<file path="src/rtl/aoi_out_logger.sv">
// aoi_out_logger: change logger for the aoi4i outputs e/f/g.
//
// Each cycle {e,f,g} is sampled (when en=1). Any change against the last logged
// sample is pushed as a timestamped record {ts, e, f, g} into a DEPTH-entry FIFO.
// The FIFO is drained through a valid/ready port. Per-output toggle counters
// saturate, and a sticky overflow flag marks dropped records.
//
// Ports:
//   clk, rst            clock, synchronous active-high reset
//   en                  sample enable
//   e, f, g             AOI stage outputs
//   clr                 clears toggle counters and overflow (FIFO untouched)
//   out_valid/out_ready head record handshake
//   out_data            {ts, e, f, g}, g at bit 0; zero while empty
//   level               FIFO occupancy
//   overflow            sticky drop flag
//   e_cnt/f_cnt/g_cnt   saturating toggle counters
module aoi_out_logger #(
  parameter int unsigned TW    = 16,
  parameter int unsigned DEPTH = 8,
  parameter int unsigned CW    = 8
) (
  input  logic                    clk,
  input  logic                    rst,
  input  logic                    en,
  input  logic                    e,
  input  logic                    f,
  input  logic                    g,
  input  logic                    clr,
  output logic                    out_valid,
  input  logic                    out_ready,
  output logic [TW+2:0]           out_data,
  output logic [$clog2(DEPTH):0]  level,
  output logic                    overflow,
  output logic [CW-1:0]           e_cnt,
  output logic [CW-1:0]           f_cnt,
  output logic [CW-1:0]           g_cnt
);

  localparam int unsigned AW = $clog2(DEPTH);
  localparam int unsigned RW = TW + 3;

  logic [TW-1:0] ts_q;
  logic [2:0]    s1_q;
  logic          s1_vld_q;
  logic [2:0]    prev_q;
  logic          primed_q;
  logic [RW-1:0] mem_q [DEPTH];
  logic [AW-1:0] wr_ptr_q;
  logic [AW-1:0] rd_ptr_q;
  logic [AW:0]   level_q;
  logic          overflow_q;
  logic [CW-1:0] e_cnt_q;
  logic [CW-1:0] f_cnt_q;
  logic [CW-1:0] g_cnt_q;

  logic [2:0] diff;
  logic       rec_push;
  logic       is_change;
  logic       full;
  logic       pop;
  logic       wr_en;
  logic       drop;

  always_comb begin
    diff      = s1_q ^ prev_q;
    // First valid sample after reset is always logged as the baseline.
    rec_push  = s1_vld_q && (!primed_q || (diff != 3'b000));
    is_change = s1_vld_q && primed_q && (diff != 3'b000);
    full      = (level_q == (AW + 1)'(DEPTH));
    pop       = (level_q != '0) && out_ready;
    // When full, a simultaneous pop frees the slot the write lands in.
    wr_en     = rec_push && (!full || pop);
    drop      = rec_push && full && !pop;
  end

  function automatic logic [CW-1:0] sat_inc(input logic [CW-1:0] c);
    return (&c) ? c : c + CW'(1);
  endfunction

  always_ff @(posedge clk) begin
    if (rst) begin
      ts_q       <= '0;
      s1_q       <= '0;
      s1_vld_q   <= 1'b0;
      prev_q     <= '0;
      primed_q   <= 1'b0;
      wr_ptr_q   <= '0;
      rd_ptr_q   <= '0;
      level_q    <= '0;
      overflow_q <= 1'b0;
      e_cnt_q    <= '0;
      f_cnt_q    <= '0;
      g_cnt_q    <= '0;
    end else begin
      ts_q <= ts_q + TW'(1);

      if (en) begin
        s1_q     <= {e, f, g};
        s1_vld_q <= 1'b1;
      end

      // prev tracks the detected sample even when the record itself is dropped.
      if (rec_push) begin
        prev_q   <= s1_q;
        primed_q <= 1'b1;
      end

      if (wr_en) wr_ptr_q <= wr_ptr_q + AW'(1);
      if (pop)   rd_ptr_q <= rd_ptr_q + AW'(1);

      if (wr_en && !pop) begin
        level_q <= level_q + (AW + 1)'(1);
      end else if (pop && !wr_en) begin
        level_q <= level_q - (AW + 1)'(1);
      end

      if (clr) begin
        overflow_q <= 1'b0;
        e_cnt_q    <= '0;
        f_cnt_q    <= '0;
        g_cnt_q    <= '0;
      end else begin
        if (drop) overflow_q <= 1'b1;
        if (is_change) begin
          if (diff[2]) e_cnt_q <= sat_inc(e_cnt_q);
          if (diff[1]) f_cnt_q <= sat_inc(f_cnt_q);
          if (diff[0]) g_cnt_q <= sat_inc(g_cnt_q);
        end
      end
    end
  end

  // Storage needs no reset: entries are only visible through level.
  always_ff @(posedge clk) begin
    if (wr_en) mem_q[wr_ptr_q] <= {ts_q, s1_q};
  end

  always_comb begin
    out_valid = (level_q != '0);
    out_data  = out_valid ? mem_q[rd_ptr_q] : '0;
    level     = level_q;
    overflow  = overflow_q;
    e_cnt     = e_cnt_q;
    f_cnt     = f_cnt_q;
    g_cnt     = g_cnt_q;
  end

endmodule

</file>
<file path="config.mk">
export PLATFORM = sky130hd
export DESIGN_NAME = aoi_out_logger
export DESIGN_NICKNAME = d
export VERILOG_FILES = /design/src/rtl/aoi_out_logger.sv
export SDC_FILE = /design/constraint.sdc
export NUM_CORES = 1
export LEC_CHECK = 0
export CORE_ASPECT_RATIO = 1.75
export CORE_MARGIN = 4
export CORE_UTILIZATION = 34
export CTS_BUF_LIST = sky130_fd_sc_hd__clkbuf_4 sky130_fd_sc_hd__clkbuf_8
export CTS_CLUSTER_SIZE = 14
export DETAILED_ROUTE_END_ITERATION = 6
export PLACE_DENSITY = 0.6
export SLEW_MARGIN = 10
export SYNTH_ARGS = -nofsm -noshare
export SYNTH_HDL_FRONTEND = slang
export SYNTH_SLANG_ARGS = --single-unit
</file>
<file path="constraint.sdc">
create_clock -name clk -period 5.9 [get_ports clk]
set_input_delay 1.18 -clock clk [delete_from_list [all_inputs] [get_ports clk]]
set_output_delay 1.18 -clock clk [all_outputs]
set_load 0.05 [all_outputs]
</file>
==> run_results.csv <==
group,metric,value,unit
run_status,outcome,"complete, no violations",
setup_path,worst_r2r_startpoint,"s1_q[0]$_SDFFE_PP0P_",
timing,tightestPinTransition,1039,ps
power,p_leak,3.265,nW
setup_path,crit_path_start_kind,"flop",
drt,wirelength,18370,µm
clock_tree,cts_buffer_depth,3,
setup_path,worst_r2r_path_depth,11,
synthesis,async_flop_share,0,%
cells_and_area,final_area,0.01024,mm²
global_route,vias_in_the_first_global_route,5415,
drt,top_layer,"met4",
cells_and_area,num-fill-cells,2311,
synthesis,post_synth_most_frequent_cells,"sky130_fd_sc_hd__edfxtp_1 (152), sky130_fd_sc_hd__dfxtp_1 (62), sky130_fd_sc_hd__nor2_1 (61)",
setup_path,critPathArrivalTime,3330,ps
cells_and_area,layout_cell_share_with_drive_strength_beyond_1,18.07,%
die,die_h,218.1,µm
setup_path,worstSetupEndpointType,"output port",
place,globalplace.congestion,0.7864,
drt,route.detailed.vias_per_inst,5.161,
synthesis,synthDominantAreaCellType,"sky130_fd_sc_hd__edfxtp_1",
clock_tree,clock_latency_reported_for_the_late_side_of_the_worst_skew_pair,560,ps
cells_and_area,seq_area,0.005808,mm²
worst_hold_path,worst_hold_path_type,"reg -> reg",
clock_tree,ctsResizeCount,0,
cells_and_area,relative_area_change_from_synthesis_to_final_layout,19.41,%
clock_tree,h_tree_lvls,1,
cells_and_area,n_antenna_cell,0,
drt,routed_wl_met3,701,µm
synthesis,yosysWarningCount,0,
drt,wirelength_met1,7137,µm
global_route,grt_pass1_wl,29440,µm
timing,final_min_period,4513,ps
setup_path,ff_to_ff_end,"level[3]$_SDFFE_PP0P_",
drt,route.vias.total,5037,
synthesis,syn-cell-area,0.008578,mm²
synthesis,synthCells,564,
drt,wl_met2,10130,µm
drt,antenna_violating_nets_post_route,0,
drt,wl_per_cell,18.82,µm
power,power_per_standard_cell_area,405.4,mW/mm²
clock_tree,ctsHoldBuffers,0,
clock_tree,path_clk_slew,70,ps
power,total_power,0.004153,W
setup_path,endpoint,"out_data[15]",
place,detailedPlacementHpwl,11740,µm
synthesis,ys.flop_type,"sky130_fd_sc_hd__edfxtp_1",
global_route,grt_overflow,0,
synthesis,ys_ff_latch,214,
global_route,maximum_number_of_pins_on_one_net_before_global_route_repair,45,
power,power.ir.vdd_worst,0.2715,mV
timing,maxClockFrequency,0.2216,GHz
flow_run,drv_cap,0,
timing,hold_viol_final,0,
timing,finalSetupViolCount,0,
global_route,grt.total_usage,13.40,%
clock_tree,cts_setup_buffers,0,
timing,max-slew-margin-rel,30.37,%
die,chipWidth,128.1,µm
drt,drt_first_pass_iters,4,
cells_and_area,multi_input_comb_area,0.002700,mm²
synthesis,synth_fp_nets,582,
clock_tree,clock-root-buffer,"sky130_fd_sc_hd__clkbuf_8",
timing,rsz0062_at_grt,"no",
synthesis,yosys.area.top_type_share,53.21,%
clock_tree,clock_sink_count,214,
global_route,antenna_found_initial,0,
place,placed_cell_area,0.009583,mm²
setup_path,criticalPathCategory,"reg -> out",
die,floorplan.die_area,0.02794,mm²
synthesis,synth_area_per_cell,15.21,µm²
die,ios,57,
setup_path,reg2reg_slack,2550,ps
synthesis,post_synth_num_cell_types,43,
clock_tree,tritoncts.num_buffers,30,
drt,drc,0,
setup_path,cp.required,4720,ps
clock_tree,tritoncts,"yes",
die,core_region_area,0.02472,mm²
cells_and_area,finish.net_count,658,
place,place.port_buffers,56,
timing,period_share,76.48,%
synthesis,synth_enable_flop_cells,152,
die,rows,76,
synthesis,sequential_element_share_of_the_synthesized_area,67.68,%
setup_path,maximum_net_fanout_on_the_critical_path,22,
timing,setup-tns-final,0,ps
drt,initialDrtViolationCount,198,
timing,fin_worst_skew,39.68,ps
synthesis,synth.most_common_cell,"sky130_fd_sc_hd__edfxtp_1",
synthesis,synthTopCellsByArea,"sky130_fd_sc_hd__edfxtp_1 (53%), sky130_fd_sc_hd__dfxtp_1 (14%), sky130_fd_sc_hd__mux4_2 (10%)",
timing,timing.final.max_slew_violations,0,
die,initial_core_util,34.70,%
timing,finalHoldWorstSlack,497.6,ps
## state kept, by name, indices dropped and copies added (netlist names), 3 cells and up, named ones only
signal	cells
mem_q	152
wr_ptr_q	3
g_cnt	8
f_cnt	8
e_cnt	8
level	4
s1_q	3
prev_q	3
ts_q	16
rd_ptr_q	3
## cell families after synthesis
logic type,after synthesis,synth area share [%]
multiplexers,71,13.89
adder cells (fa/ha/maj),10,1.546
buffers and inverters,32,1.473
AND/OR/NAND/NOR,161,9.437
AO/OA/AOI/OAI,55,3.836
XOR/XNOR,21,2.144
flip-flops,214,67.68
## worst min path at each step
stage	start	to	slack, ps	cells after the start
3_5_place_dp	overflow$_SDFFE_PP0P_	overflow$_SDFFE_PP0P_	470	2
4_1_cts	g_cnt[1]$_SDFFE_PP0P_	g_cnt[1]$_SDFFE_PP0P_	500	2
5_1_grt	f_cnt[5]$_SDFFE_PP0P_	f_cnt[5]$_SDFFE_PP0P_	540	2
6_report	g_cnt[1]$_SDFFE_PP0P_	g_cnt[1]$_SDFFE_PP0P_	500	2
2_1_floorplan	rd_ptr_q[1]$_SDFFE_PP0N_	flop	450	2
3_3_place_gp	overflow$_SDFFE_PP0P_	overflow$_SDFFE_PP0P_	460	2
## power breakdown
part           leakage (nW)  switching, W  total [W]  internal [W]
Combinational          1.02      0.000714    0.00118      0.000466
Clock                 0.338      0.000548    0.00123      0.000683
Sequential             1.91     0.0000888    0.00174       0.00165
Total                  3.26       0.00135    0.00415       0.00280
## per-stage QoR
| stage | worst slack [ps] | cells | util, % |
|---|---|---|---|
| finish | 1387 | 976 | 41.43 |
| global route | 1121 | 976 | 41.43 |
| global placement | 1872 | 920 | 38.76 |
| detailed placement | 1817 | 920 | 38.76 |
| floorplan | 1811 | 564 | - |
| CTS | 1212 | 976 | 41.43 |
## placed cells by master (no fill, tap or decap), types with 3 or more instances in the layout
cell,Yosys,routed
sky130_fd_sc_hd__nand3_1,20,20
sky130_fd_sc_hd__nor2b_1,5,5
sky130_fd_sc_hd__clkinv_1,0,6
sky130_fd_sc_hd__o21ai_0,12,12
sky130_fd_sc_hd__or3_1,10,10
sky130_fd_sc_hd__clkinvlp_4,0,3
sky130_fd_sc_hd__mux2_2,4,4
sky130_fd_sc_hd__mux4_2,38,38
sky130_fd_sc_hd__nand4_1,8,8
sky130_fd_sc_hd__bufinv_16,0,3
sky130_fd_sc_hd__dfxtp_1,62,60
sky130_fd_sc_hd__mux2i_1,29,29
sky130_fd_sc_hd__clkinv_2,0,7
sky130_fd_sc_hd__and3_1,4,4
sky130_fd_sc_hd__a31oi_1,3,3
sky130_fd_sc_hd__o31ai_1,7,7
sky130_fd_sc_hd__nand2_1,18,18
sky130_fd_sc_hd__ha_1,9,9
sky130_fd_sc_hd__xnor2_1,10,10
sky130_fd_sc_hd__inv_1,7,7
sky130_fd_sc_hd__nor2_1,61,61
sky130_fd_sc_hd__edfxtp_1,152,152
sky130_fd_sc_hd__a21oi_1,23,23
sky130_fd_sc_hd__nand2b_1,4,4
sky130_fd_sc_hd__nor4b_2,0,4
sky130_fd_sc_hd__clkbuf_8,0,34
sky130_fd_sc_hd__clkdlybuf4s50_1,0,56
sky130_fd_sc_hd__buf_4,0,13
sky130_fd_sc_hd__nor4_2,0,3
sky130_fd_sc_hd__nor3_1,6,4
sky130_fd_sc_hd__or4_1,7,7
sky130_fd_sc_hd__and2_1,3,3
sky130_fd_sc_hd__clkbuf_4,0,3
sky130_fd_sc_hd__xor2_1,11,11
## final cells by class
type / count / area share, %
sequential: 214 / 56.70
clock buffer: 37 / 4.788
clock inverter: 19 / 1.661
tap: 312 / 3.811
multi-input combinational: 318 / 26.36
timing repair buffer: 69 / 6.425
inverter: 7 / 0.2565
## critical path: stages (launching register included)
cell and delay, ps:
sky130_fd_sc_hd__dfxtp_2 730, sky130_fd_sc_hd__buf_4 510, sky130_fd_sc_hd__mux4_2 580, sky130_fd_sc_hd__mux2i_1 160, sky130_fd_sc_hd__nor2_1 60, sky130_fd_sc_hd__clkdlybuf4s50_1 690
## layer usage
layer / vias to the layer above / track usage (%)
met1: 2562 / 14.81
met4: 0 / 4.462
li1: 2331 / -
met5: - / 0
met3: 28 / 2.543
met2: 116 / 25.31
Note: power is estimated with default switching activity, not from simulation.
